<file path="src/rtl/sdram_page_sched.sv">
// sdram_page_sched: shares one full-page SDRAM controller among NCH host
// pipe channels. Each channel owns a ring of DEPTH pages in SDRAM. Page
// writes drain a channel's write FIFO and page reads refill its read FIFO.
// Channels are served round-robin, and only one page command is in flight.
module sdram_page_sched #(
    parameter int NCH         = 2,
    parameter int CH_W        = (NCH > 1) ? $clog2(NCH) : 1,
    parameter int CNT_W       = 10,
    parameter int PAGE_WORDS  = 512,
    parameter int PAGE_ADDR_W = 15,
    parameter int LP          = PAGE_ADDR_W - $clog2(NCH)
) (
    input  logic                    i_clk,
    input  logic                    i_reset,
    input  logic [NCH-1:0]          i_en_read,
    input  logic [NCH-1:0]          i_en_write,
    input  logic [NCH*CNT_W-1:0]    i_wr_fifo_count,
    input  logic [NCH*CNT_W-1:0]    i_rd_fifo_free,
    output logic                    o_cmd_valid,
    input  logic                    i_cmd_ready,
    output logic                    o_cmd_write,
    output logic [CH_W-1:0]         o_cmd_chan,
    output logic [PAGE_ADDR_W-1:0]  o_cmd_page,
    input  logic                    i_cmd_done,
    output logic [NCH*(LP+1)-1:0]   o_pages_stored,
    output logic [NCH-1:0]          o_ch_full,
    output logic [NCH-1:0]          o_ch_empty,
    output logic                    o_busy
);

    localparam int          DEPTH    = 1 << LP;
    localparam logic [LP:0] FULL_CNT = (LP+1)'(DEPTH);
    localparam logic [31:0] PW       = 32'(PAGE_WORDS);

    typedef enum logic [1:0] {
        ST_IDLE,
        ST_ISSUE,
        ST_BUSY,
        ST_SETTLE
    } state_t;

    state_t                  r_state;
    state_t                  w_state_next;

    // Registered command fields and arbitration history
    logic                    r_cmd_write;
    logic [CH_W-1:0]         r_cmd_chan;
    logic [PAGE_ADDR_W-1:0]  r_cmd_page;
    logic [CH_W-1:0]         r_last_grant;

    // Per-channel state, gathered from the generate blocks below
    logic [LP-1:0]           w_wr_ptr   [NCH];
    logic [LP-1:0]           w_rd_ptr   [NCH];
    logic [LP:0]             w_stored   [NCH];
    logic [NCH-1:0]          w_last_op;
    logic [NCH-1:0]          w_we;
    logic [NCH-1:0]          w_re;
    logic [NCH-1:0]          w_elig;
    logic [NCH-1:0]          w_full;
    logic [NCH-1:0]          w_empty;

    // Arbitration results
    logic                    w_found;
    logic [CH_W-1:0]         w_pick;
    logic [CH_W-1:0]         w_rr_idx;
    logic                    w_op_write;
    logic [LP-1:0]           w_local_ptr;
    logic [PAGE_ADDR_W-1:0]  w_page;
    logic                    w_done_hit;

    // The controller reports completion only while a command is outstanding
    assign w_done_hit = (r_state == ST_BUSY) && i_cmd_done;

    genvar gi;
    generate
        for (gi = 0; gi < NCH; gi++) begin : g_ch
            logic [CNT_W-1:0] w_wcnt;
            logic [CNT_W-1:0] w_rfree;
            logic             w_mine;
            logic [LP-1:0]    r_wr_ptr;
            logic [LP-1:0]    r_rd_ptr;
            logic [LP:0]      r_stored;
            logic             r_last_op;

            assign w_wcnt  = i_wr_fifo_count[gi*CNT_W +: CNT_W];
            assign w_rfree = i_rd_fifo_free[gi*CNT_W +: CNT_W];
            assign w_mine  = w_done_hit && (r_cmd_chan == CH_W'(gi));

            assign w_full[gi]  = (r_stored == FULL_CNT);
            assign w_empty[gi] = (r_stored == '0);
            // A full page must fit on both sides before a transfer is offered
            assign w_we[gi]    = i_en_write[gi] & (32'(w_wcnt) >= PW) & ~w_full[gi];
            assign w_re[gi]    = i_en_read[gi] & (32'(w_rfree) >= PW) & ~w_empty[gi];
            assign w_elig[gi]  = w_we[gi] | w_re[gi];

            assign w_wr_ptr[gi]  = r_wr_ptr;
            assign w_rd_ptr[gi]  = r_rd_ptr;
            assign w_stored[gi]  = r_stored;
            assign w_last_op[gi] = r_last_op;

            assign o_pages_stored[gi*(LP+1) +: (LP+1)] = r_stored;

            // Ring pointers and stored-page count advance when this channel's page completes
            always_ff @(posedge i_clk) begin
                if (i_reset) begin
                    r_wr_ptr  <= '0;
                    r_rd_ptr  <= '0;
                    r_stored  <= '0;
                    r_last_op <= 1'b0;
                end else if (w_mine) begin
                    r_last_op <= r_cmd_write;
                    if (r_cmd_write) begin
                        r_wr_ptr <= r_wr_ptr + LP'(1);
                        r_stored <= r_stored + (LP+1)'(1);
                    end else begin
                        r_rd_ptr <= r_rd_ptr + LP'(1);
                        r_stored <= r_stored - (LP+1)'(1);
                    end
                end
            end
        end
    endgenerate

    // Round-robin search: first eligible channel after the last grant
    always_comb begin
        w_found  = 1'b0;
        w_pick   = '0;
        w_rr_idx = '0;
        for (int k = 1; k <= NCH; k++) begin
            w_rr_idx = CH_W'((int'(r_last_grant) + k) % NCH);
            if (!w_found && w_elig[w_rr_idx]) begin
                w_found = 1'b1;
                w_pick  = w_rr_idx;
            end
        end
    end

    // Op choice for the winner: a tie flips relative to that channel's last completed op
    always_comb begin
        w_op_write  = 1'b0;
        w_local_ptr = '0;
        if (w_we[w_pick] && w_re[w_pick]) begin
            w_op_write = ~w_last_op[w_pick];
        end else begin
            w_op_write = w_we[w_pick];
        end
        w_local_ptr = w_op_write ? w_wr_ptr[w_pick] : w_rd_ptr[w_pick];
    end

    generate
        if (NCH == 1) begin : g_page_single
            assign w_page = w_local_ptr;
        end else begin : g_page_multi
            assign w_page = {w_pick, w_local_ptr};
        end
    endgenerate

    // FSM state register
    always_ff @(posedge i_clk) begin
        if (i_reset) begin
            r_state <= ST_IDLE;
        end else begin
            r_state <= w_state_next;
        end
    end

    // FSM next-state logic
    always_comb begin
        w_state_next = r_state;
        case (r_state)
            ST_IDLE:   if (w_found)     w_state_next = ST_ISSUE;
            ST_ISSUE:  if (i_cmd_ready) w_state_next = ST_BUSY;
            ST_BUSY:   if (i_cmd_done)  w_state_next = ST_SETTLE;
            ST_SETTLE:                  w_state_next = ST_IDLE;
            default:                    w_state_next = ST_IDLE;
        endcase
    end

    // Latch the command in IDLE so it stays stable through ISSUE; record the grant on accept
    always_ff @(posedge i_clk) begin
        if (i_reset) begin
            r_cmd_write  <= 1'b0;
            r_cmd_chan   <= '0;
            r_cmd_page   <= '0;
            r_last_grant <= CH_W'(NCH - 1);
        end else begin
            if (r_state == ST_IDLE && w_found) begin
                r_cmd_write <= w_op_write;
                r_cmd_chan  <= w_pick;
                r_cmd_page  <= w_page;
            end
            if (r_state == ST_ISSUE && i_cmd_ready) begin
                r_last_grant <= r_cmd_chan;
            end
        end
    end

    assign o_cmd_valid = (r_state == ST_ISSUE);
    assign o_busy      = (r_state != ST_IDLE);
    assign o_cmd_write = r_cmd_write;
    assign o_cmd_chan  = r_cmd_chan;
    assign o_cmd_page  = r_cmd_page;
    assign o_ch_full   = w_full;
    assign o_ch_empty  = w_empty;

endmodule

</file>
<file path="config.mk">
export PLATFORM = sky130hd
export DESIGN_NAME = sdram_page_sched
export DESIGN_NICKNAME = d
export VERILOG_FILES = /design/src/rtl/sdram_page_sched.sv
export SDC_FILE = /design/constraint.sdc
export NUM_CORES = 1
export LEC_CHECK = 0
export ABC_AREA = 1
export BUFFER_PORTS_ARGS = -buffer_cell sky130_fd_sc_hd__buf_2
export CAP_MARGIN = 10
export CORE_UTILIZATION = 52
export CTS_CLUSTER_DIAMETER = 50
export CTS_CLUSTER_SIZE = 12
export DETAILED_ROUTE_END_ITERATION = 10
export PLACE_DENSITY = 0.77
export SLEW_MARGIN = 40
export SYNTH_ARGS = -nofsm -noshare
export SYNTH_HDL_FRONTEND = slang
export SYNTH_SLANG_ARGS = --single-unit
</file>
<file path="constraint.sdc">
create_clock -name i_clk -period 2.1 [get_ports i_clk]
set_input_delay 0.21 -clock i_clk [delete_from_list [all_inputs] [get_ports i_clk]]
set_output_delay 0.21 -clock i_clk [all_outputs]
set_load 0.05 [all_outputs]
</file>
# ---- After elaboration in Yosys (flattened, before gate mapping)
# Index checks and enable logic that the tools add are counted.
dict set report word_totals {
  reg_bits 108
  latchBits 0
  ramBits 0
  romBits 0
  output_inout_bits 53
  n_memories 0
}
dict set report op_classes {
  addsub 10
  mul 0
  div 0
  magnitude_cmp 8
  n_eq_ne 8
  n_shift 0
  n_mux 28
  n_bitwise 18
  n_reduce_logical 17
}
# cell n
set ops {}
lappend ops {{14-bit 2-to-1 mux} 7}
lappend ops {{14-bit by 1-bit adder with 14-bit output, second input constant} 4}
lappend ops {{10-bit greater-or-equal comparator, second input constant} 4}
lappend ops {{15-bit by 1-bit adder with 15-bit output, second input constant} 2}
lappend ops {{15-bit equality test, second input constant} 2}
lappend ops {{15-bit zero test} 2}
lappend ops {{15-bit 2-to-1 mux} 2}
lappend ops {{15-bit by 1-bit subtractor with 15-bit output, second input constant} 2}
lappend ops {{1-bit 2-to-1 mux} 15}
lappend ops {{1-bit bitwise AND} 8}
lappend ops {{2-bit case mux with 4 select lines} 1}
lappend ops {{2-bit AND reduction} 4}
lappend ops {{1-bit logical AND} 7}
lappend ops {{1-bit NOT} 7}
lappend ops {{1-bit by 2-bit < comparator with 1-bit output, second input constant} 3}
lappend ops {{2-bit 2-to-1 mux} 3}
lappend ops {{2-bit equality test, second input constant} 2}
lappend ops {{2-bit inequality test, second input constant} 2}
lappend ops {{3-bit AND reduction} 1}
lappend ops {{1-bit adder, second input constant} 2}
lappend ops {{2-bit by 1-bit equality test with 1-bit output, second input constant} 1}
lappend ops {{2-bit greater-or-equal comparator, second input constant} 1}
lappend ops {{2-bit zero test} 1}
lappend ops {{2-bit by 1-bit inequality test with 1-bit output, second input constant} 1}
lappend ops {{4 further kinds} 5}

# ---- Logic depth before layout (Yosys ltp)
# Gate-level depths: netlist (run 1).
dict set report logic_depth {
  depth_word 15
  ltp_mapped 16
}

# ---- Worst setup path before layout (run 1)
# Ideal clock, no wire load.
dict set report synth_path {
  path_type {register to output}
  from {reg g_ch[0].r_stored[0]}
  to {out o_ch_full[0]}
  arrival_ns 2.386
  required_time_ns 1.890
  setup_slack_ns -0.496
  path_stages_with_launch 6
  path_buffers 0
  path_cell_list {dfxtp_1 -> nor2_1 -> nand2_1 -> nor2_2 -> nand2_1 -> nor4_1}
}
dict set report synth_via {
  elab_chain_len 1
}
# item line
set synth_lines {}
lappend synth_lines {{start, declared} 82} ;# logic [LP:0] r_stored;
lappend synth_lines {{start signal, assigned} 114} ;# r_stored <= r_stored + (LP+1)'(1);
lappend synth_lines {{start signal, assigned} 117} ;# r_stored <= r_stored - (LP+1)'(1);
lappend synth_lines {{15-bit equality test} 89} ;# assign w_full[gi] = (r_stored == FULL_CNT);
lappend synth_lines {{end, declared} 26} ;# output logic [NCH-1:0] o_ch_full,
# No other way between the ends.

# ---- Final worst setup path (run 1)
dict set report layout_path {
  from {reg r_cmd_write, in the netlist o_cmd_write}
  to {reg g_ch[0].r_stored[9]}
}
dict set report layout_via {
  elab_chain_len 1
}
# item line
set layout_lines {}
lappend layout_lines {{start, declared} 46} ;# logic r_cmd_write;
lappend layout_lines {{start signal, assigned} 188} ;# r_cmd_write <= w_op_write;
lappend layout_lines {{15-bit 2-to-1 mux} 112} ;# if (r_cmd_write) begin
# No other way between the ends.
# A chain may end at the register's enable or synchronous reset.

==> results of run 1 <==
==> kinds of logic (layout without fill, tap and decap cells) <==
family	Yosys count	in the layout	share of synthesized area, %
AND/OR/NAND/NOR	474	475	32.29
AO/OA/AOI/OAI	183	183	14.83
buffers and inverters	167	245	10.56
flip-flops	107	107	32.07
adder cells (fa/ha/maj)	36	36	6.968
XOR/XNOR	25	25	3.278
==> flip-flops by register name, indices dropped and copies added (netlist names) <==
| register | cells |
|---|---|
| g_ch.r_rd_ptr | 28 |
| g_ch.r_stored | 30 |
| o_cmd_page | 14 |
| o_cmd_write | 1 |
| r_last_grant | 1 |
| r_state | 2 |
| g_ch.r_wr_ptr | 28 |
| o_cmd_chan | 1 |
| g_ch.r_last_op | 2 |
==> timing repair <==
action,CTS,global route
hold endpoints to repair,0,0
endpoints found under the setup margin,0,40
buffers inserted,0,2
gates resized for setup,0,38
==> worst paths after layout <==
path                                startpoint                                 to  cells past startpoint
max                   o_cmd_write$_SDFFE_PP0P_   g_ch[0].r_stored[9]$_SDFFE_PP0P_                     11
min                                i_cmd_ready          r_last_grant$_SDFFE_PP1P_                      3
max reg2reg           o_cmd_write$_SDFFE_PP0P_   g_ch[0].r_stored[9]$_SDFFE_PP0P_                     11
min reg2reg  g_ch[1].r_rd_ptr[13]$_SDFFE_PP0P_  g_ch[1].r_rd_ptr[13]$_SDFFE_PP0P_                      1
==> layout by cell type (no fill, tap or decap), types with 4 or more instances in the layout <==
| master | synthesis | final |
|---|---|---|
| sky130_fd_sc_hd__nand2_1 | 208 | 205 |
| sky130_fd_sc_hd__nor2_4 | 4 | 5 |
| sky130_fd_sc_hd__a21oi_2 | 0 | 4 |
| sky130_fd_sc_hd__nand3_2 | 5 | 4 |
| sky130_fd_sc_hd__nand3_1 | 81 | 80 |
| sky130_fd_sc_hd__ha_1 | 34 | 27 |
| sky130_fd_sc_hd__a21oi_1 | 81 | 77 |
| sky130_fd_sc_hd__buf_4 | 4 | 27 |
| sky130_fd_sc_hd__nor3_1 | 32 | 30 |
| sky130_fd_sc_hd__clkbuf_16 | 0 | 10 |
| sky130_fd_sc_hd__nand2_2 | 3 | 7 |
| sky130_fd_sc_hd__o21a_1 | 9 | 9 |
| sky130_fd_sc_hd__nor3b_1 | 4 | 4 |
| sky130_fd_sc_hd__nor2_2 | 6 | 11 |
| sky130_fd_sc_hd__o21ai_1 | 2 | 5 |
| sky130_fd_sc_hd__o211ai_1 | 4 | 4 |
| sky130_fd_sc_hd__dfxtp_1 | 107 | 106 |
| sky130_fd_sc_hd__xor2_1 | 18 | 18 |
| sky130_fd_sc_hd__nor3_2 | 3 | 4 |
| sky130_fd_sc_hd__buf_2 | 5 | 64 |
| sky130_fd_sc_hd__xnor2_1 | 7 | 7 |
| sky130_fd_sc_hd__ha_4 | 0 | 6 |
| sky130_fd_sc_hd__inv_1 | 131 | 131 |
| sky130_fd_sc_hd__o21bai_1 | 6 | 6 |
| sky130_fd_sc_hd__o21ai_0 | 69 | 66 |
| sky130_fd_sc_hd__nor2_1 | 104 | 98 |
| sky130_fd_sc_hd__nand4_1 | 8 | 8 |
==> final cells by class <==
type	count	area (um^2)
flip-flops and latches	107	2146
inverters	135	528.0
clock inverters	4	47.55
multi-input cells	719	4004
repair buffers	95	576.8
clock buffers	11	264.0
well taps	172	215.2
fillers	1141	4787
==> worst max-delay path, stage by stage (launching register included) <==
cell                       delay, ns
sky130_fd_sc_hd__dfxtp_4        0.41
sky130_fd_sc_hd__inv_16         0.10
sky130_fd_sc_hd__ha_1           0.31
sky130_fd_sc_hd__inv_1          0.04
sky130_fd_sc_hd__nor2_1         0.09
sky130_fd_sc_hd__nor2_1         0.08
sky130_fd_sc_hd__o21ai_0        0.39
sky130_fd_sc_hd__nand2_1        0.14
sky130_fd_sc_hd__nand3_1        0.10
sky130_fd_sc_hd__nand3_1        0.08
sky130_fd_sc_hd__o211ai_1       0.09
sky130_fd_sc_hd__inv_1          0.05
==> metal layers <==
layer | track usage, % | share of wire, % | vias to the layer above
met5 | 0 | 0 | -
met4 | 6.147 | 1.4 | 0
met3 | 4.744 | 3.7 | 22
met2 | 41.84 | 48 | 130
met1 | 32.09 | 47 | 2924
li1 | - | - | 3392
==> through the flow <==
step                      setup slack, ns  hold WS [ns]  std cells  util [%]
after CTS                         0.01316        0.1621       1240     60.32
after detailed placement          0.02696        0.4422       1225     57.84
after floorplan                  0.008889        0.3807        992         -
final                              0.1070        0.1789       1243     61.91
after global placement            0.06553        0.4381       1225     57.84
after global routing             -0.07042        0.1716       1243     61.91
==> power by group <==
part | switching [mW] | internal, mW
combinational | 3.31 | 1.54
clock | 0.778 | 1.02
sequential | 0.195 | 2.27
==> summary by stage, run 1 <==
Worst setup path
The category of the worst setup path launch point is a flip-flop. The worst path required time is 2.36 ns. The worst setup path is captured at a flip-flop. The arrival time of the worst setup path is between 2 and 2.5 ns. Setup slack on the worst reg-to-reg path comes out at 0.11 ns. In this run the worst path has a maximum fanout of 30. The worst setup path is of the flip-flop to flip-flop kind.

Die
After floorplanning, the core was sized to cover between 0.01 and 0.015 mm^2. The floorplan step defined a die boundary enclosing 0.01330 mm^2. ~100 I/O pins were placed. The effective utilization at floorplan is between 50% and 60%. The floorplan step set the die width to 115.3 um. The standard-cell row count is 41. The height of the die is approximately 120 um.

Timing
The summed negative setup slack over all endpoints is 0 ns. The share of the clock period used by the worst path is approximately 95%. The count of final hold-check violations is 0.

Setup violations remaining at the end of the flow were counted as 0. Setup repair after global routing could not meet its margin everywhere. The clock period could shrink to roughly 2.0 ns. In this run the tightest slew margin relative to its limit is approximately 57%. Across the routed clock network, the largest skew measured is roughly 0.0071 ns. The timing-limited maximum frequency is around 500 MHz.

The actual slew at the worst max-slew pin is between 0.6 and 0.7 ns. The final-report max-slew violation count came to 0.

Detailed routing
The via density per instance is around 5.2. Before antenna repair, the detailed router went through 5 iterations. The post-detailed-route DRC marker count is 0.

The remaining number of nets flagged by the antenna check after routing is 0. Wires add up to about 16,000 um. Detailed routing inserted a total of 6,468 vias. After detailed routing, the average wire length per cell comes to about 13 um. The DRC marker count from the first detailed-route iteration is 467.

Placement
The placed standard-cell area is just over 0.007 mm^2. The congestion estimate from routability-driven global placement came to 0.9099. The number of port buffers is 64.

After legalization and detailed placement, the total HPWL measured around 11,000 um.

Finish
The synthesis-to-finish area growth is 16.48%. After the last flow step, the layout net total stands at 1,151. Of the cells placed in the final design, the portion with a size suffix greater than 1 is between 15 and 20%.

The final cell area excluding filler cells is between 0.007 and 0.008 mm^2. The count of antenna diodes in the layout is 0.

Logic synthesis
After synthesis, the netlist uses between 40 and 50 different library cells. Ranked by total cell area, the synthesized netlist is headed by sky130_fd_sc_hd__dfxtp_1 (32%), sky130_fd_sc_hd__nand2_1 (12%), sky130_fd_sc_hd__inv_1 (7.4%), sky130_fd_sc_hd__ha_1 (6.4%), sky130_fd_sc_hd__a21oi_1 (6.1%). In this run the mean area of a mapped cell was about 6.7 um^2. After synthesis, the largest area contributor takes up roughly a third of total cell area.

The net count after synthesis is approximately 1,100. The mapped cell area is roughly 0.0067 mm^2. For this run, the leading register cell type out of synthesis is sky130_fd_sc_hd__dfxtp_1. The most common cell in the netlist is sky130_fd_sc_hd__nand2_1. Counting instances in the post-synthesis netlist gives the leading cell types as sky130_fd_sc_hd__nand2_1 (208), sky130_fd_sc_hd__inv_1 (131), sky130_fd_sc_hd__dfxtp_1 (107). Counting flops with an async set or reset pin after synthesis yields a share of 0%. The number of instances in the synthesized netlist is roughly 990.

In this run, synthesis produced a sequential element count of around 110. The largest area contributor in the netlist is sky130_fd_sc_hd__dfxtp_1. The register area share after synthesis is between 30 and 40%. The total number of yosys warnings is 0.

In this run, synthesis inferred 0 flip-flops with an integrated enable.

Status
The flow ran to the end, and the final reports show no timing, DRC or antenna violations.

Global route
The total grt overflow is 0. The wire length of the first global-routing pass is 26,100 um. The via count of the first global-routing pass was between 5,000 and 6,000. The number of antenna violations at the first check in global routing came to 0.

The maximum number of pins on one net before global-route repair is 56. Global routing consumed, over all layers together, roughly a quarter of the routing resources.

Power and ir drop
The worst-case IR drop observed on VDD is between 0.8 and 0.9 mV. The analysis attributes to cell leakage a power of around 3.8 nW. The sum of internal, switching and leakage power is 9.115 mW.

Power spread over the standard cell area amounts to about 1200 mW/mm^2.

Clocking
The CTS tree is built. The buffer cell driving the clock tree root is sky130_fd_sc_hd__clkbuf_16. The clock latency on the worst-skew pair is 0.36 ns. The number of clock sinks is roughly 110. The number of CTS-inserted buffers is 9. The maximum count of clock buffers along a single path is 2. After clock tree synthesis, the flow added hold-fix buffers numbering 0.

The H-tree was split into 3 levels. After clock tree synthesis, the clock-pin slew on the worst setup and hold paths is 0.07 ns.

Flow run
Across the run, the number of max-cap violations was 0.

Min path
The class of the most critical hold timing path is input pin to flip-flop.
Power figures use the tool's default switching activity.
==> run 2, diff against run 1 <==
Settings changed: CELL_PAD_IN_SITES_DETAIL_PLACEMENT from default to 0, CELL_PAD_IN_SITES_GLOBAL_PLACEMENT from default to 1, CORE_UTILIZATION 52 to 37, PLACE_DENSITY 0.77 to default, PLACE_DENSITY_LB_ADDON from default to 0.1.
==> summary by stage, run 2 (same netlist as run 1, synthesis figures left out) <==
Global route
The via count of the first global-routing pass was 5,697 (-1.1%). The total grt overflow came to 0 (unchanged). The number of antenna violations at the first check in global routing is 0 (unchanged). The met3 usage in global routing is 2.274% (-2.5 points). The most crowded layer after global routing is met1. The maximum number of pins on one net before global-route repair came to 56 (unchanged). The met2 track demand over resource in global routing came to 28.79% (-13 points). The global routing usage on met1 is 29.47% (-2.6 points). The overall routing resource usage came to 19.68% (-5.0 points). The wire length of the first global-routing pass is 28,760 um (+10%).

Finish
Relative to the synthesized area, the layout overhead comes to 24.12%. The library cell used most frequently in the layout, excluding fill and tap cells, is sky130_fd_sc_hd__nand2_1. The number of flip-flops in the largest register is 30 (unchanged). g_ch.r_stored holds more flip-flops than any other register.

The largest registers in the layout are g_ch.r_stored (30), g_ch.r_rd_ptr (28), g_ch.r_wr_ptr (28). In the layout the commonest cells are sky130_fd_sc_hd__nand2_1 (201), sky130_fd_sc_hd__inv_1 (131), sky130_fd_sc_hd__dfxtp_1 (106). The post-route core utilization is 47.44% (-14 points). The net count of the finished layout came to 1,197 (+4.0%). The ratio of cells with drive above 1 in the final layout is 20.21% (+4.3 points). The final cell area excluding filler cells came to 0.008292 mm^2 (+6.6%). The count of antenna diodes in the layout is 0 (unchanged).

Clocking
The clock latency on the worst-skew pair is 0.37 ns (about the same). In this run the clock root is driven by a sky130_fd_sc_hd__clkbuf_16. The register clock-pin slew on the reported worst setup and hold paths is 0.08 ns (about the same).

TritonCTS built the clock tree. The H-tree depth reported by CTS is 3 (unchanged). The number of clock sinks came to 107 (unchanged). The maximum count of clock buffers along a single path is 2 (unchanged). The number of CTS-inserted buffers is 9 (unchanged).

Placement
The number of port buffers is 64 (unchanged). The placed standard-cell area is 0.007641 mm^2 (+5.1%). The final weighted congestion of routability-driven global placement is 0.7992 (-12%). The final HPWL from detailed placement is 12,840 um (+17%).

Worst setup path
The worst path buffer plus inverter count came to 1 (-2). STA classifies the critical path startpoint as a flip-flop. The startpoint identified for the worst register-to-register timing path is o_cmd_write$_SDFFE_PP0P_.

The worst setup path is of the flip-flop to flip-flop kind. STA classifies the critical path endpoint as a flip-flop. The family with the most delay on the worst path is simple AND/OR/NAND/NOR gates. The arrival time of the worst setup path is 2.23 ns (-0.02 ns). The worst path required time is 2.32 ns (-0.04 ns).

The cell at the slowest stage of the critical path is sky130_fd_sc_hd__dfxtp_4. Counting stages on the worst path, the most repeated cell is sky130_fd_sc_hd__nand2_1. The highest cell delay on the worst timing path is 0.44 ns (+0.03 ns).

The worst setup slack for register-to-register paths is 0.09 ns (about the same). The biggest fanout along the worst timing path is 7 (-77%). Traced cell by cell, the critical path runs through clkinv_8 -> ha_1 -> a21oi_1 -> a21boi_1 -> nand3_2 -> nand3_1 -> nand2_1 -> nand2_1 -> nand2_1 -> nand2_1 -> a21oi_1.

The timing startpoint of the critical path is o_cmd_write$_SDFFE_PP0P_.

Detailed routing
The post-detailed-route DRC marker count is 0 (unchanged). The total number of vias is 6,517 (+0.76%). The length of the first detailed-routing pass in iterations is 5 (unchanged). The final routed wire length divided by cell count is 13.81 um (+7.4%).

The via density per instance is 4.853 (-6.7%). The total detailed-routing wirelength came to 18,550 um (+16%). The DRC marker count from the first detailed-route iteration came to 371 (-21%).

The remaining number of nets flagged by the antenna check after routing is 0 (unchanged).

Die
The die width is 136.4 um (+18%). The area of the die is 0.01860 mm^2 (+40%). The placeable core area is 0.01748 mm^2 (+39%). The effective utilization at floorplan was 38.22% (-15 points). The standard-cell row count came to 48 (+17%). The top-level I/O count came to 101 (unchanged). The height of the die is 136.4 um (+18%).

Power and ir drop
The relative contribution of combinational cells to total power was 55.4% (+2.2 points). The fraction of power spent switching nets is 47.29% (+0.27 points). The sum of internal, switching and leakage power is 9.583 mW (+5.1%).

The net switching power of the design is 4.531 mW (+5.7%). The power density relative to cell area is 1156 mW/mm^2 (-1.3%). The relative contribution of sequential cells to total power is 25.4% (-1.6 points). The total leakage power is 4.041 nW (+6.6%). The cell internal power dissipation is 5.051 mW (+4.6%). The worst ir drop on vdd came to 0.7387 mV (-15%). The portion of total power attributed to the clock network came to 19.2% (-0.5 points).

Timing
The final-report max-slew violation count is 0 (unchanged). The timing-limited maximum frequency is 498.5 MHz (-0.65%). The count of final hold-check violations was 0 (unchanged). The shortest clock period the worst path allows after layout is 2.006 ns (+0.01302 ns).

The share of the clock period used by the worst path is 95.52% (+0.62 points). The maximum clock skew at final layout is 0.01353 ns (+0.006454 ns). The actual slew at the worst max-slew pin is 0.7689 ns (+0.1254 ns).

The setup-violating endpoint count in the final report is 0 (unchanged). The summed negative setup slack over all endpoints is 0 ns (unchanged). The hold slack is 0.1931 ns (+0.01418 ns). Setup repair after global routing could not meet its margin everywhere. The worst slew margin relative to its limit came to 48.68% (-8.4 points).

Min path
The source of the worst hold timing path is i_cmd_ready. The class of the most critical hold timing path is input pin to flip-flop.

Flow run
The number of max-cap violations is 0 (unchanged).

Status
The flow ran to the end, and the final reports show no timing, DRC or antenna violations.
-- run 2: what timing repair did --
item / 4_1_cts / 5_1_grt
resized for setup: 1 / 47
hold buffers: 0 / 0
setup buffers: 2 / 2
pin swaps: 1 / 9
cloned: 0 / 5
setup endpoints to repair: 15 / 40
-- run 2: layer usage --
layer,routed length (um),part of all wire [%],vias up
li1,-,-,3483
met1,9791,53,2906
met2,7893,43,115
met3,629,3.4,13
met4,232,1.3,0
met5,0,0,-
-- run 2: cell type report --
type,count,area [um^2]
inverter,135,521.8
timing repair buffer,139,968.4
clock buffer,11,242.7
clock inverter,5,66.31
multi-input combinational,719,4045
fill,1828,9185
timing repair inverter,2,20.02
tap,225,281.5
sequential,107,2146
-- run 2: through the flow --
| step | instances | setup WS, ns |
|---|---|---|
| after floorplan | 992 | 0.008889 |
| after CTS | 1336 | 0.03313 |
| after global placement | 1318 | -0.1628 |
| after global routing | 1343 | -0.08790 |
| after detailed placement | 1318 | -0.04648 |
| final | 1343 | 0.09402 |
-- run 2: path summary, 6_finish.rpt --
check / endpoint / cells after the start
setup reg to reg: g_ch[0].r_stored[14]$_SDFFE_PP0P_ / 11
setup / recovery: g_ch[0].r_stored[14]$_SDFFE_PP0P_ / 11
hold / removal: r_last_grant$_SDFFE_PP1P_ / 3
hold reg to reg: g_ch[1].r_rd_ptr[13]$_SDFFE_PP0P_ / 1
-- run 2: worst min-delay path, cell delays in order --
cell and delay [ns]:
sky130_fd_sc_hd__buf_2 0.10, sky130_fd_sc_hd__nand2_1 0.11, sky130_fd_sc_hd__o21ai_0 0.08
-- run 2: power groups by stage --
| stage | combinational (mW) | sequential (mW) | clock (mW) |
|---|---|---|---|
| 6_report | 5.31 | 2.43 | 1.84 |
| 3_5_place_dp | 4.88 | 2.46 | 0 |
| 2_1_floorplan | 2.95 | 3.17 | 0 |
| 3_3_place_gp | 4.87 | 2.45 | 0 |
| 5_1_grt | 5.90 | 2.47 | 1.96 |
| 4_1_cts | 4.93 | 2.41 | 1.88 |
==> run 3, diff against run 2 <==
Settings changed: BUFFER_PORTS_ARGS -buffer_cell sky130_fd_sc_hd__buf_2 to default, CORE_UTILIZATION 37 to 41, DONT_BUFFER_PORTS from default to 1.
==> summary by stage, run 3 (same netlist as run 1, synthesis figures left out) <==
Status
The run finished with clean final reports.

Power and ir drop
The power density relative to cell area is 1171 mW/mm^2 (+1.3%). The cell internal power dissipation is 4.828 mW (-4.4%). The relative contribution of sequential cells to total power is 30.8% (+5.4 points). The worst ir drop on vdd is 0.6085 mV (-18%).

The total leakage power is 3.679 nW (-9.0%). The fraction of power spent switching nets was 48.14% (+0.85 points). The portion of total power attributed to the clock network is 18.4% (-0.8 points). The relative contribution of combinational cells to total power is 50.8% (-4.6 points). The net switching power of the design is 4.482 mW (-1.1%).

Worst setup path
The timing startpoint of the critical path is o_cmd_write$_SDFFE_PP0P_. The biggest fanout along the worst timing path is 7 (unchanged). The worst path buffer plus inverter count was 3 (+2).

The critical path goes through clkinv_8 -> buf_4 -> ha_4 -> a21o_1 -> nor2_1 -> nand3_1 -> o21ai_0 -> a21oi_1 -> or2_2 -> inv_1. The endpoint identified for the worst register-to-register timing path is g_ch[1].r_stored[12]$_SDFFE_PP0P_. STA classifies the critical path startpoint as a flip-flop. The arrival time of the worst setup path came to 2.31 ns (+0.08 ns). The highest cell delay on the worst timing path is 0.43 ns (about the same).

The worst setup path is of the flip-flop to flip-flop kind. The worst setup slack for register-to-register paths is 0.1 ns (about the same). The cell at the slowest stage of the critical path is sky130_fd_sc_hd__dfxtp_4. Following the worst setup path forward leads to its endpoint at g_ch[1].r_stored[12]$_SDFFE_PP0P_. The total stage count of the critical path is 10 (-1). The worst setup path is captured at a flip-flop.

The worst path required time is 2.41 ns (+0.09 ns). The family with the most delay on the worst path is simple AND/OR/NAND/NOR gates. The length in cells of the worst reg-to-reg path was 10 (-1). The launch instance of the worst register-to-register path is o_cmd_write$_SDFFE_PP0P_.

Detailed routing
The via density per instance is 4.888 (+0.72%). The post-detailed-route DRC marker count is 0 (unchanged). The remaining number of nets flagged by the antenna check after routing is 0 (unchanged). The length of the first detailed-routing pass in iterations is 5 (unchanged). The total number of vias came to 6,173 (-5.3%). The total detailed-routing wirelength is 17,670 um (-4.7%). The DRC marker count from the first detailed-route iteration is 344 (-7.3%). The final routed wire length divided by cell count is 13.99 um (+1.3%).

Placement
The number of placed instances, taps included is 1,236 (-6.2%). The final HPWL from detailed placement was 12,120 um (-5.6%). The post-placement worst setup slack is -0.006137 ns (+0.04035 ns). The number of port buffers is 0 (-100%). The placed standard-cell area was 0.007262 mm^2 (-5.0%). The final weighted congestion of routability-driven global placement is 0.8037 (+0.56%).

Clocking
The H-tree depth reported by CTS is 3 (unchanged). The number of clock sinks came to 107 (unchanged). The clock latency on the worst-skew pair is 0.36 ns (about the same). The register clock-pin slew on the reported worst setup and hold paths was 0.07 ns (about the same).

TritonCTS built the clock tree. The buffer cell driving the clock tree root is sky130_fd_sc_hd__clkbuf_16. The maximum count of clock buffers along a single path is 2 (unchanged). The number of CTS-inserted buffers is 9 (unchanged).

Finish
The non-filler instance count after layout came to 1,263 (-6.0%). The synthesis-to-finish area growth is 18.97%. The count of antenna diodes in the layout was 0 (unchanged).

The post-route core utilization is 50.03% (+2.6 points). The area used by sequential logic in the layout is 0.002147 mm^2 (about the same). The net count of the finished layout was 1,127 (-5.8%). The number of fill cells in the layout came to 1,668 (-8.8%). The final cell area excluding filler cells was 0.007948 mm^2 (-4.1%). The largest registers in the layout are g_ch.r_stored (30), g_ch.r_rd_ptr (28), g_ch.r_wr_ptr (28). The most common library cell in the layout ignoring fill and taps is sky130_fd_sc_hd__nand2_1. Leaving out fill and tap cells, the most frequent cells in the layout are sky130_fd_sc_hd__nand2_1 (204), sky130_fd_sc_hd__inv_1 (130), sky130_fd_sc_hd__dfxtp_1 (105). The number of flip-flops in the largest register is 30 (unchanged). The multi-input gate area in the final layout is 0.004103 mm^2 (+1.4%). The ratio of cells with drive above 1 in the final layout was 15.09% (-5.1 points). g_ch.r_stored holds more flip-flops than any other register.

Die
The standard-cell row count came to 46 (-4.2%). The top-level I/O count is 101 (unchanged). The placeable core area was 0.01589 mm^2 (-9.1%).

The area of the die was 0.01681 mm^2 (-9.6%). The die width was 129.6 um (-4.9%). The height of the die is 129.6 um (-4.9%). The effective utilization at floorplan was 42.05% (+3.8 points).

Global route
The total grt overflow came to 0 (unchanged). The via count of the first global-routing pass came to 5,726 (+0.51%). The number of antenna violations at the first check in global routing was 0 (unchanged). The wire length of the first global-routing pass is 27,880 um (-3.0%). The overall routing resource usage is 21.13% (+1.5 points). The maximum number of pins on one net before global-route repair is 44 (-21%).

Timing
The worst slew margin relative to its limit is 66.12% (+17 points). The share of the clock period used by the worst path was 95.34% (-0.18 points). Setup repair after global routing could not meet its margin everywhere. The shortest clock period the worst path allows after layout is 2.002 ns (-0.003873 ns). The summed negative setup slack over all endpoints came to 0 ns (unchanged).

The maximum clock skew at final layout is 0.01080 ns (-0.002732 ns). The timing-limited maximum frequency is 499.5 MHz (+0.19%). The final-report max-slew violation count is 0 (unchanged). The actual slew at the worst max-slew pin is 0.5075 ns (-0.2614 ns). The setup-violating endpoint count in the final report is 0 (unchanged).

The count of final hold-check violations came to 0 (unchanged). The slack of the critical path came to 0.09789 ns (+0.003873 ns).

Min path
The worst hold path belongs to the class input pin to flip-flop.

Flow run
The number of max-cap violations is 0 (unchanged).
-- run 3: cell count changes in the layout (fill, tap and decap cells not counted), moves of 3 or more --
| cell | delta |
|---|---|
| sky130_fd_sc_hd__buf_2 | -64 |
| sky130_fd_sc_hd__buf_4 | -7 |
| sky130_fd_sc_hd__ha_4 | +7 |
| sky130_fd_sc_hd__ha_1 | -6 |
| sky130_fd_sc_hd__o21ai_1 | +4 |
| sky130_fd_sc_hd__a21oi_1 | +3 |
| sky130_fd_sc_hd__a21oi_2 | -3 |
| sky130_fd_sc_hd__nand2_1 | +3 |
| sky130_fd_sc_hd__o21ai_0 | -3 |
-- run 3: worst min path at each step --
stage,start,to,cells past startpoint
floorplan,i_cmd_ready,r_last_grant$_SDFFE_PP1P_,2
global placement,i_reset,r_state[0]$_SDFFE_PP0P_,1
detailed placement,i_reset,g_ch[1].r_stored[14]$_SDFFE_PP0P_,1
CTS,i_reset,g_ch[0].r_rd_ptr[6]$_SDFFE_PP0P_,2
global route,i_reset,g_ch[0].r_rd_ptr[5]$_SDFFE_PP0P_,2
finish,i_reset,g_ch[0].r_rd_ptr[6]$_SDFFE_PP0P_,2
-- run 3: layer usage --
layer / part of all wire [%] / global-route usage (%) / wire length, um
met3: 4.0 / 3.675 / 701
met5: 0 / 0 / 0
met2: 42 / 32.27 / 7430
met1: 53 / 30.62 / 9383
met4: 0.85 / 5.130 / 151
-- run 3: power groups by stage --
| stage | logic (mW) | registers, mW | clock network (mW) |
|---|---|---|---|
| final | 4.73 | 2.86 | 1.71 |
| after floorplan | 2.95 | 3.17 | 0 |
| after CTS | 4.23 | 2.83 | 1.77 |
| after global routing | 5.32 | 2.91 | 1.85 |
| after global placement | 4.19 | 2.87 | 0 |
| after detailed placement | 4.18 | 2.88 | 0 |
-- run 3: layout make-up --
| type | instances | share of cell area (%) |
|---|---|---|
| clock inverter | 5 | 0.5825 |
| inverter | 135 | 6.565 |
| clock buffer | 10 | 3.007 |
| tap | 216 | 3.401 |
| timing repair inverter | 2 | 0.3149 |
| multi-input combinational | 719 | 51.62 |
| timing repair buffer | 69 | 7.494 |
| sequential | 107 | 27.02 |
-- run 3: timing repair --
action | 4_1_cts | 5_1_grt
setup buffers | 0 | 7
gates resized for setup | 1 | 52
hold endpoints to repair | 43 | 0
hold buffers | 2 | 0
setup endpoints to repair | 11 | 39
cloned | 0 | 3
pin swaps | 0 | 5
-- run 3: metrics by stage --
step	hold slack, ns	total power [mW]
6_report	0.01440	9.309
5_1_grt	0.01137	10.08
4_1_cts	0.00008094	8.834
3_5_place_dp	0.2856	7.063
3_3_place_gp	0.2885	7.063
2_1_floorplan	0.3807	6.120
